==> src/rtl/midi_tx.sv <==
// midi_tx: byte FIFO feeding an 8N1 MIDI UART serializer (31.25 kbaud by default).
// Define MIDI_RUNNING_STATUS_EN to drop repeated channel status bytes at push time.
module midi_tx #(
  parameter int unsigned CLOCK_FREQ = 50000000,
  parameter int unsigned BAUD       = 31250,
  parameter int unsigned FIFO_DEPTH = 4
) (
  input  logic       clock,
  input  logic       reset_l,
  input  logic [7:0] in_byte,
  input  logic       in_valid,
  output logic       in_ready,
  output logic       tx,
  output logic       busy
);

  localparam int unsigned CLKS_PER_BIT = CLOCK_FREQ / BAUD;
  localparam int unsigned TW = (CLKS_PER_BIT > 1) ? $clog2(CLKS_PER_BIT) : 1;
  localparam int unsigned AW = $clog2(FIFO_DEPTH);
  localparam int unsigned CW = AW + 1;
  localparam logic [TW-1:0] BIT_LAST = TW'(CLKS_PER_BIT - 1);

  typedef enum logic [1:0] {
    IDLE  = 2'd0,
    START = 2'd1,
    DATA  = 2'd2,
    STOP  = 2'd3
  } state_t;

  // Byte FIFO storage and bookkeeping
  logic [7:0]    mem [FIFO_DEPTH];
  logic [AW-1:0] wr_ptr;
  logic [AW-1:0] rd_ptr;
  logic [CW-1:0] count;
  logic          fifo_full;
  logic          fifo_empty;
  logic          accept;
  logic          wr_en;
  logic          push;
  logic          pop;

  // Serializer state
  state_t        state;
  state_t        state_d;
  logic [TW-1:0] cnt;
  logic [TW-1:0] cnt_d;
  logic [2:0]    bit_idx;
  logic [2:0]    bit_idx_d;
  logic [7:0]    shift;
  logic [7:0]    shift_d;
  logic          tx_d;
  logic          bit_end;

  assign fifo_full  = (count == CW'(FIFO_DEPTH));
  assign fifo_empty = (count == '0);
  assign in_ready   = reset_l && !fifo_full;
  assign accept     = in_valid && in_ready;
  assign push       = accept && wr_en;
  assign busy       = !fifo_empty || (state != IDLE);
  assign bit_end    = (cnt == BIT_LAST);

`ifdef MIDI_RUNNING_STATUS_EN
  // Running-status filter: a repeat of the current channel status is handshaken but not buffered
  logic [7:0] last_status;
  logic       is_chan;
  logic       is_common;

  assign is_chan   = (in_byte >= 8'h80) && (in_byte <= 8'hEF);
  assign is_common = (in_byte[7:3] == 5'b11110);
  assign wr_en     = !(is_chan && (in_byte == last_status));

  always_ff @(posedge clock) begin
    if (!reset_l) begin
      last_status <= 8'h00;
    end else if (accept) begin
      if (is_chan) begin
        last_status <= in_byte;
      end else if (is_common) begin
        last_status <= 8'h00;
      end
    end
  end
`else
  assign wr_en = 1'b1;
`endif

  // FIFO pointers and occupancy; a push and a pop in one cycle leave the count unchanged
  always_ff @(posedge clock) begin
    if (!reset_l) begin
      wr_ptr <= '0;
      rd_ptr <= '0;
      count  <= '0;
    end else begin
      if (push) begin
        wr_ptr <= wr_ptr + AW'(1);
      end
      if (pop) begin
        rd_ptr <= rd_ptr + AW'(1);
      end
      case ({push, pop})
        2'b10:   count <= count + CW'(1);
        2'b01:   count <= count - CW'(1);
        default: count <= count;
      endcase
    end
  end

  always_ff @(posedge clock) begin
    if (push) begin
      mem[wr_ptr] <= in_byte;
    end
  end

  // Serializer state register
  always_ff @(posedge clock) begin
    if (!reset_l) begin
      state   <= IDLE;
      cnt     <= '0;
      bit_idx <= '0;
      shift   <= '0;
      tx      <= 1'b1;
    end else begin
      state   <= state_d;
      cnt     <= cnt_d;
      bit_idx <= bit_idx_d;
      shift   <= shift_d;
      tx      <= tx_d;
    end
  end

  // Next-state logic; tx_d is the line level for the cycle after this edge
  always_comb begin
    state_d   = state;
    cnt_d     = cnt + TW'(1);
    bit_idx_d = bit_idx;
    shift_d   = shift;
    tx_d      = tx;
    pop       = 1'b0;

    unique case (state)
      IDLE: begin
        cnt_d = '0;
        tx_d  = 1'b1;
        if (!fifo_empty) begin
          pop     = 1'b1;
          shift_d = mem[rd_ptr];
          state_d = START;
          tx_d    = 1'b0;
        end
      end

      START: begin
        if (bit_end) begin
          cnt_d     = '0;
          bit_idx_d = '0;
          state_d   = DATA;
          tx_d      = shift[0];
        end
      end

      DATA: begin
        if (bit_end) begin
          cnt_d = '0;
          if (bit_idx == 3'd7) begin
            state_d = STOP;
            tx_d    = 1'b1;
          end else begin
            bit_idx_d = bit_idx + 3'd1;
            shift_d   = shift >> 1;
            tx_d      = shift[1];
          end
        end
      end

      STOP: begin
        if (bit_end) begin
          cnt_d = '0;
          // Chain straight into the next start bit when more data is waiting
          if (!fifo_empty) begin
            pop     = 1'b1;
            shift_d = mem[rd_ptr];
            state_d = START;
            tx_d    = 1'b0;
          end else begin
            state_d = IDLE;
            tx_d    = 1'b1;
          end
        end
      end

      default: begin
        state_d = IDLE;
        cnt_d   = '0;
        tx_d    = 1'b1;
      end
    endcase
  end

endmodule
==> config.mk <==
export PLATFORM = sky130hd
export DESIGN_NAME = midi_tx
export DESIGN_NICKNAME = d
export VERILOG_FILES = /design/src/rtl/midi_tx.sv
export SDC_FILE = /design/constraint.sdc
export NUM_CORES = 1
export LEC_CHECK = 0
export BUFFER_PORTS_ARGS = -buffer_cell sky130_fd_sc_hd__buf_2
export CAP_MARGIN = 25
export CORE_MARGIN = 3
export CORE_UTILIZATION = 55
export CTS_CLUSTER_SIZE = 28
export DETAILED_ROUTE_END_ITERATION = 7
export PLACE_DENSITY = 0.73
export SYNTH_ARGS = -nofsm -noshare
export SYNTH_HDL_FRONTEND = slang
export SYNTH_SLANG_ARGS = --single-unit
==> constraint.sdc <==
create_clock -name clock -period 3.85 [get_ports clock]
set_input_delay 0.385 -clock clock [delete_from_list [all_inputs] [get_ports clock]]
set_output_delay 0.385 -clock clock [all_outputs]
set_load 0.01 [all_outputs]
==> results of run 1 <==
[routing by layer]
| metal | vias up | track usage [%] |
|---|---|---|
| met4 | 0 | 7.69 |
| met2 | 21 | 28.9 |
| met5 | - | 0 |
| met3 | 11 | 6.54 |
| li1 | 881 | - |
| met1 | 862 | 20.1 |
[layout by cell type, fill, tap and decap left out, types with 3 or more instances in the layout]
cell type | netlist | final
sky130_fd_sc_hd__nor2_1 | 32 | 32
sky130_fd_sc_hd__o21ai_0 | 6 | 6
sky130_fd_sc_hd__xnor2_1 | 7 | 7
sky130_fd_sc_hd__ha_1 | 14 | 14
sky130_fd_sc_hd__xor2_1 | 5 | 5
sky130_fd_sc_hd__nand3_1 | 6 | 6
sky130_fd_sc_hd__dfxtp_1 | 34 | 34
sky130_fd_sc_hd__mux2_2 | 7 | 7
sky130_fd_sc_hd__mux2i_1 | 8 | 8
sky130_fd_sc_hd__a21oi_1 | 8 | 8
sky130_fd_sc_hd__and3_1 | 7 | 7
sky130_fd_sc_hd__edfxtp_1 | 32 | 32
sky130_fd_sc_hd__inv_1 | 15 | 15
sky130_fd_sc_hd__mux4_2 | 8 | 8
sky130_fd_sc_hd__nand2b_1 | 3 | 3
sky130_fd_sc_hd__nor3_1 | 3 | 3
sky130_fd_sc_hd__nand2_1 | 7 | 7
sky130_fd_sc_hd__buf_2 | 2 | 13
sky130_fd_sc_hd__clkbuf_8 | 0 | 9
[where the power goes]
part | internal (mW) | switching (mW)
Clock | 0.303 | 0.274
Combinational | 0.364 | 0.401
Sequential | 0.850 | 0.0860
[area by class of cell]
class                   count  share of cell area [%]
clock inverters             7                    2.36
clock buffers               9                    3.83
flip-flops and latches     66                    50.7
well taps                  67                    2.59
multi-input cells         147                    36.4
repair buffers             14                    2.24
inverters                  16                    1.86
[how the worst min path moves through the flow]
stage,startpoint,endpoint,slack (ps),depth (start not counted)
final,in_byte[4],mem[0][4],250,1
after global routing,in_byte[7],mem[1][7],250,1
after CTS,in_byte[4],mem[0][4],240,1
after detailed placement,cnt[0],cnt[0],450,1
after global placement,cnt[0],cnt[0],430,1
after floorplan,cnt[0],cnt[0],420,1
[synth_stat cells (2+ instances only)]
cell                       instances
sky130_fd_sc_hd__dfxtp_1          34
sky130_fd_sc_hd__edfxtp_1         32
sky130_fd_sc_hd__nor2_1           32
sky130_fd_sc_hd__inv_1            15
sky130_fd_sc_hd__ha_1             14
sky130_fd_sc_hd__a21oi_1           8
sky130_fd_sc_hd__mux2i_1           8
sky130_fd_sc_hd__mux4_2            8
sky130_fd_sc_hd__and3_1            7
sky130_fd_sc_hd__mux2_2            7
sky130_fd_sc_hd__nand2_1           7
sky130_fd_sc_hd__xnor2_1           7
sky130_fd_sc_hd__nand3_1           6
sky130_fd_sc_hd__o21ai_0           6
sky130_fd_sc_hd__xor2_1            5
sky130_fd_sc_hd__clkbuf_1          4
sky130_fd_sc_hd__nand2b_1          3
sky130_fd_sc_hd__nor3_1            3
sky130_fd_sc_hd__a22oi_1           2
sky130_fd_sc_hd__and2_1            2
sky130_fd_sc_hd__buf_2             2
sky130_fd_sc_hd__o31ai_1           2
sky130_fd_sc_hd__or2_2             2
sky130_fd_sc_hd__or3_1             2
sky130_fd_sc_hd__or4_1             2
[registers in the layout (all words and copies together) (netlist names), 2 cells and up, named ones only]
signal and cells:
bit_idx 3, rd_ptr 2, state 2, mem 32, shift 8, wr_ptr 2
count 3, cnt 11
[cell families after synthesis]
family	share of synthesized area (%)
AND/OR/NAND/NOR	12.0
flip-flops	56.5
AO/OA/AOI/OAI	6.59
multiplexers	11.7
buffers and inverters	2.93
adder cells (fa/ha/maj)	6.72
XOR/XNOR	3.62
==> results, run 1 <==
- The run finished with clean final reports.
- In this run, synthesis produced a sequential element count of 66.
- From synthesis to final layout, the design area changed by 11.4%.
- The final critical-path required period is 2790 ps.
- The routed length on met3 is 190 um.
- The mean instance size in the synthesized netlist is 12.4 um^2.
- The final hold violation count is 0.
- The share of synthesized area in the top cell type comes to 33.1%.
- The worst setup path is captured at a flip-flop.
- The first detailed-routing pass ran for 5 iterations.
- The most area-hungry cell type in the Yosys netlist is sky130_fd_sc_hd__edfxtp_1.
- The final critical path takes up 72.4% of the cycle.
- The net count of the mapped netlist is 261.
- For this block, wires on met1 add up to 1.97 mm.
- In the synthesized netlist the dominant register cell turns out to be sky130_fd_sc_hd__dfxtp_1.
- The number of non-filler instances in the completed layout is 326.
- The starting utilization of the core area is 59.2%.
- The DRC violation count after routing is 0.
- The total global-route track usage is 17.5%.
- Setup slack closes at 1060 ps.
- The final count of pins violating max slew is 0.
- The number of flops mapped to enable cells by yosys is 32.
- The detail route stage leaves a number of antenna-violating nets equal to 0.
- Dividing the detail-routed wire length by the instance count gives 13.8 um.
- The finished cells cover 3240 um^2.
- The detailed-placement wirelength estimate is 3.20 mm.
- After detailed placement, the design holds a cell count of 310.
- Yosys printed 0 warnings.
- The post-cts gate resize count is 0.
- The number of cells on the worst reg-to-reg path is 11.
- The core area is 4910 um^2.
- The delay contributed by the slowest stage of the critical path is 430 ps.
- The final layout net count is 280.
- The cell family contributing the most delay on the critical path is simple AND/OR/NAND/NOR gates.
- The worst endpoint required time is 4130 ps.
- Together, buffers and inverters on the worst path number 1.
- The count of max-cap constraint violations is 0.
- For this run, asynchronously set or reset flops after synthesis account for 0%.
- The clock arrives with 7.11 ps of skew.
- Yosys attributes the largest share of cell area to sky130_fd_sc_hd__edfxtp_1, sky130_fd_sc_hd__dfxtp_1, sky130_fd_sc_hd__mux4_2.
- The worst setup path is of the reg2reg kind.
- The cell repeated most along the worst path is sky130_fd_sc_hd__ha_1.
- The multi-input combinational cell area is 1180 um^2.
- Using the TritonRoute via totals, the vias-per-cell ratio works out to 5.44.
- The die is 78.7 um tall.
- The flop-to-flop setup slack is 1060 ps.
- The buffer type at the clock tree root is sky130_fd_sc_hd__clkbuf_8.
- The combined area of all synthesized cells is 2910 um^2.
- The class of the worst hold path is in2reg.
- Tracing the worst setup path back leads to its startpoint at cnt[0].
- 0 antenna diodes ended up in the layout.
- Input and output buffers added on the ports amount to 13.
- The global-route wire length before repair is 8.20 mm.
- The number of global-route vias before repair was 1811.
- The startpoint of the worst-slack reg-to-reg timing path is cnt[0].
- Adding up every negative setup slack in the final design gives 0 ps.
- The largest net degree at the start of global routing is 24.
- The total via count after detailed routing is 1775.
- The top routing layer in use is met4.
- In this run the cell area measured after placement is 3040 um^2.
- Overall power consumption after layout is estimated at 2.28 mW.
- For this block, the initial DRC count from the detailed router was 66.
- The data arrival time of the critical path is 3070 ps.
- STA classifies the critical path startpoint as a flip-flop.
- For this design the top-level I/O count stands at 14.
- The maximum resistive drop on vdd is 402 uV.
- The post-synthesis instance total is 235.
- The critical path goes through ha_1 > nand3_1 > nor4_4 > a21oi_2 > nor2_1 > ha_1 > inv_1 > fa_1 > xor2_1 > or3_1 > a21oi_1.
- The critical path runs through a total of 11 cells.
- The congestion estimate from routability-driven global placement came to 0.786.
- Cells with a size suffix above 1 make up 19.7% of the layout.
- On the final layout, the worst hold slack is 248 ps.
- The clock buffer count from CTS is 9.
- The clock passes through at most 2 buffers.
- The leakage power of the design is 1.22 nW.
- The area of all sequential standard cells is 1640 um^2.
- Measured on the finished design, the core utilization comes to 65.9%.
- Setup repair after global routing left no endpoint under its margin.
- Fill cells in the final layout number 384.
- The initial antenna violation count is 0.
- After detailed routing, the total wire length is 4.49 mm.
- Timing analysis after detailed placement gives a worst setup slack of 1090 ps.
- The critical register-to-register path endpoint is count[2].
- The final number of setup-violating endpoints is 0.
- The die covers 6190 um^2.
- The routed design uses 2.23 mm of met2 wire.
- In this run the number of H-tree levels came out at 3.
- The slowest cell on the critical path is sky130_fd_sc_hd__nor4_4.
- The count of distinct cell types in the synthesized netlist is 40.
- Once the clock tree was built, the setup fixing pass inserted 0 buffers.
- The insertion delay to the later sink of the worst-skew pair is 350 ps.
- The clock sink count is 66.
- After synthesis, flip-flops and latches occupy 56.5% of the total area.
- The floorplan die width is 78.7 um.
- The CTS tree is built.
- The total overflow left after global routing is 0.
- The largest fanout on the critical path is 6.
- The slew of the pin with the lowest slew margin is 541 ps.
- In this run, post-CTS hold repair placed 0 buffers.
- In this run the tightest slew margin relative to its limit is 63.7%.
- The floorplan row count is 25.
- In this run the worst setup path terminates at count[2].
- After clock tree synthesis, the clock-pin slew on the worst setup and hold paths is 70 ps.
- Static timing analysis puts the maximum clock frequency at 359 MHz.
- The power per cell area is 704 nW/um^2.
No activity file was read; power rests on OpenSTA's default activity.
==> run 2, diff against run 1 <==
==> constraint.sdc (replaced) <==
create_clock -name clock -period 2.73 [get_ports clock]
set_input_delay 0.273 -clock clock [delete_from_list [all_inputs] [get_ports clock]]
set_output_delay 0.273 -clock clock [all_outputs]
set_load 0.01 [all_outputs]
==> run 2 against run 1 <==
Utilization up 0.15 points. Worst setup slack got worse by 940 ps. First-iteration DRC count shrank 24%. Non-clock buffer count rose by 2. Maximum frequency is 6.7% higher. Combinational power is 42% higher. Die area unchanged. Clock skew fell by 2.8 ps. Highest routed layer unchanged.
==> results, run 2 (synthesis results as in run 1) <==
- The wire length after detailed routing is 4.69 mm (was 4.49 mm).
- Critical-path cell list: or4b_4 > nor4_4 > a21oi_2 > nor2_1 > ha_2 > inv_1 > fa_2 > xor2_1 > or3_1 > a21oi_1 (was ha_1 > nand3_1 > nor4_4 > a21oi_2 > nor2_1 > ha_1 > inv_1 > fa_1 > xor2_1 > or3_1 > a21oi_1).
- The area of all sequential standard cells came to 1640 um^2 (about the same).
- The number of buffers inserted for hold repair after clock tree synthesis is 0 (unchanged).
- The power per cell area is 978 nW/um^2 (was 704 nW/um^2).
- The mean routed wirelength per cell is 14.3 um (was 13.8 um).
- The number of global-route vias before repair was 1737 (was 1811).
- The nature of the critical path startpoint is a flip-flop (unchanged).
- The overall die area is 6190 um^2 (unchanged).
- The startpoint of the lowest-slack hold path is in_byte[2] (was in_byte[4]).
- The largest buffer count on any clock path is 2 (unchanged).
- The final count of pins violating max slew was 0 (unchanged).
- The clock sink count came to 66 (unchanged).
- The final cycle utilization of the critical path was 95.6% (was 72.4%).
- The global-route wire length before repair was 8.25 mm (was 8.20 mm).
- The met1 track demand over resource in global routing is 21.1% (was 20.1%).
- The final-layout setup total negative slack is 0 ps (unchanged).
- The antenna cell count is 0 (unchanged).
- The data arrival time of the critical path is 2890 ps (was 3070 ps).
- The total global-route track usage is 17.8% (was 17.5%).
- The detailed-placement wirelength estimate came to 3.33 mm (was 3.20 mm).
- The total via count after detailed routing is 1774 (was 1775).
- The die height is 78.7 um (unchanged).
- The initial antenna violation count came to 0 (unchanged).
- The DRC violation count after routing came to 0 (unchanged).
- The I/O pin total is 14 (unchanged).
- The starting utilization of the core area was 59.2% (unchanged).
- The DRC violation total after the first TritonRoute iteration is 50 (was 66).
- The final layout net count is 282 (was 280).
- The remaining global-route overflow is 0 (unchanged).
- The delay contributed by the slowest stage of the critical path is 580 ps (was 430 ps).
- The startpoint of the worst-slack reg-to-reg timing path is cnt[7] (was cnt[0]).
- The number of nets with antenna violations after routing came to 0 (unchanged).
- The multi-input combinational cell area is 1180 um^2 (about the same).
- The final instance area is 3240 um^2 (about the same).
- The proportion of layout cells with a drive suffix above 1 is 22.2% (was 19.7%).
- The total number of H-tree levels is 3 (unchanged).
- The flip-flop count of the largest register, all copies and words added is 32 (unchanged).
- The largest net degree at the start of global routing is 23 (was 24).
- The final number of setup-violating endpoints was 0 (unchanged).
- The floorplan die width is 78.7 um (unchanged).
- The worst-case hold slack is 133 ps (was 248 ps).
- Largest registers in the final layout: mem x32, cnt x11, shift x8 (unchanged).
- Setup repair after global routing missed its margin: yes (was no).
- The area added between synthesis and finish is 11.7% (was 11.4%).
- The utilization after layout is 66.1% (was 65.9%).
- The class of the worst hold path is in2reg (unchanged).
- The most flop-heavy register was mem (unchanged).
- The clock buffer count from CTS was 9 (unchanged).
- The met3 capacity usage during global routing was 7.57% (was 6.54%).
- The clock edge transition at the registers on the reported setup and hold paths is 80 ps (was 70 ps).
- The total power consumption of the routed design is 3.17 mW (was 2.28 mW).
- The sort of element at the end of the critical path is a flip-flop (unchanged).
- The CTS tree is built (unchanged).
- The core area came to 4910 um^2 (unchanged).
- The worst endpoint required time is 3010 ps (was 4130 ps).
- Outcome: finished, final reports clean (unchanged).
- The buffer type at the clock tree root was sky130_fd_sc_hd__clkbuf_8 (unchanged).
- The largest fanout on the critical path came to 5 (was 6).
- The combined buffer and inverter count along the critical path came to 1 (unchanged).
- The cell family contributing the most delay on the critical path is simple AND/OR/NAND/NOR gates (unchanged).
- The insertion delay to the later sink of the worst-skew pair is 350 ps (about the same).
- The floorplan row count is 25 (unchanged).
- The final weighted congestion in routability-driven placement is 0.764 (was 0.786).
- The final hold violation count is 0 (unchanged).
- The leakage power of the design came to 1.22 nW (about the same).
- The post-cts gate resize count was 0 (unchanged).
- The post-detailed-route via-to-cell ratio is 5.41 (was 5.44).
- The slowest cell on the critical path is sky130_fd_sc_hd__or4b_4 (was sky130_fd_sc_hd__nor4_4).
- The count of max-cap constraint violations is 0 (unchanged).
- Leading cell types in the layout, fill and taps excluded: sky130_fd_sc_hd__nor2_1, sky130_fd_sc_hd__dfxtp_1, sky130_fd_sc_hd__edfxtp_1 (was sky130_fd_sc_hd__dfxtp_1, sky130_fd_sc_hd__nor2_1, sky130_fd_sc_hd__edfxtp_1).
- The type of the worst setup path is reg2reg (unchanged).
- The first element of the critical path is cnt[7] (was cnt[0]).
- The fill cell total of the finished layout came to 384 (unchanged).
- The maximum resistive drop on vdd is 742 uV (was 402 uV).
- The worst clock skew is 4.33 ps (was 7.11 ps).
- The maximum operating frequency came to 383 MHz (was 359 MHz).
- The met2 capacity usage during global routing is 29.2% (was 28.9%).
- The count of buffers added by post-CTS timing repair for setup was 0 (unchanged).
- The routing layer with the top usage in global route is met2 (unchanged).
- The slew of the pin with the lowest slew margin was 590 ps (was 541 ps).
- The final critical-path required period was 2610 ps (was 2790 ps).
- The max-slew headroom at the worst pin is 60.4% (was 63.7%).
- The area after detailed placement is 3050 um^2 (was 3040 um^2).
- The number of input and output port buffers inserted is 13 (unchanged).
- The number of iterations in the first detailed-routing pass was 4 (was 5).
==> run 2: where the power goes <==
group	leakage [nW]	total [mW]	switching [mW]	internal, mW
clock	0.0888	0.762	0.416	0.346
combinational	0.563	1.09	0.568	0.524
sequential	0.568	1.32	0.122	1.20
total	1.22	3.17	1.11	2.07
==> run 2: cell type report <==
| type | count | share of cell area [%] |
|---|---|---|
| Clock buffer | 9 | 3.82 |
| Clock inverter | 7 | 1.89 |
| Inverter | 16 | 1.85 |
| Multi-Input combinational cell | 147 | 36.5 |
| Sequential cell | 66 | 50.7 |
| Tap cell | 67 | 2.58 |
| Timing Repair Buffer | 16 | 2.70 |
==> run 2: layer usage <==
layer,share of wire [%],vias up,wire (um)
met1,44,861,2070
li1,-,888,-
met2,51,18,2390
met3,3.7,7,172
met5,0,-,0
met4,1.1,0,50
==> run 2: final timing paths <==
check / to / slack [ps] / depth (start not counted)
min: mem[2][2] / 130 / 1
min reg2reg: cnt[0] / 450 / 1
max reg2reg: count[2] / 120 / 10
max: count[2] / 120 / 10
==> run 2: worst reg2reg max path, delay by kind of cell, from the launching register on <==
kind,cells,cell delay (ps)
simple gates,4,1200
buf+inv,1,50
fa+ha+maj,2,530
compound gates,2,280
flops,1,340
xor+xnor,1,160
==> run 2: stage by stage <==
step	setup slack, ps	cells
final	120	328
after global routing	-65.3	328
after CTS	47.8	328
after detailed placement	96.0	312
after global placement	157	312
after floorplan	196	235
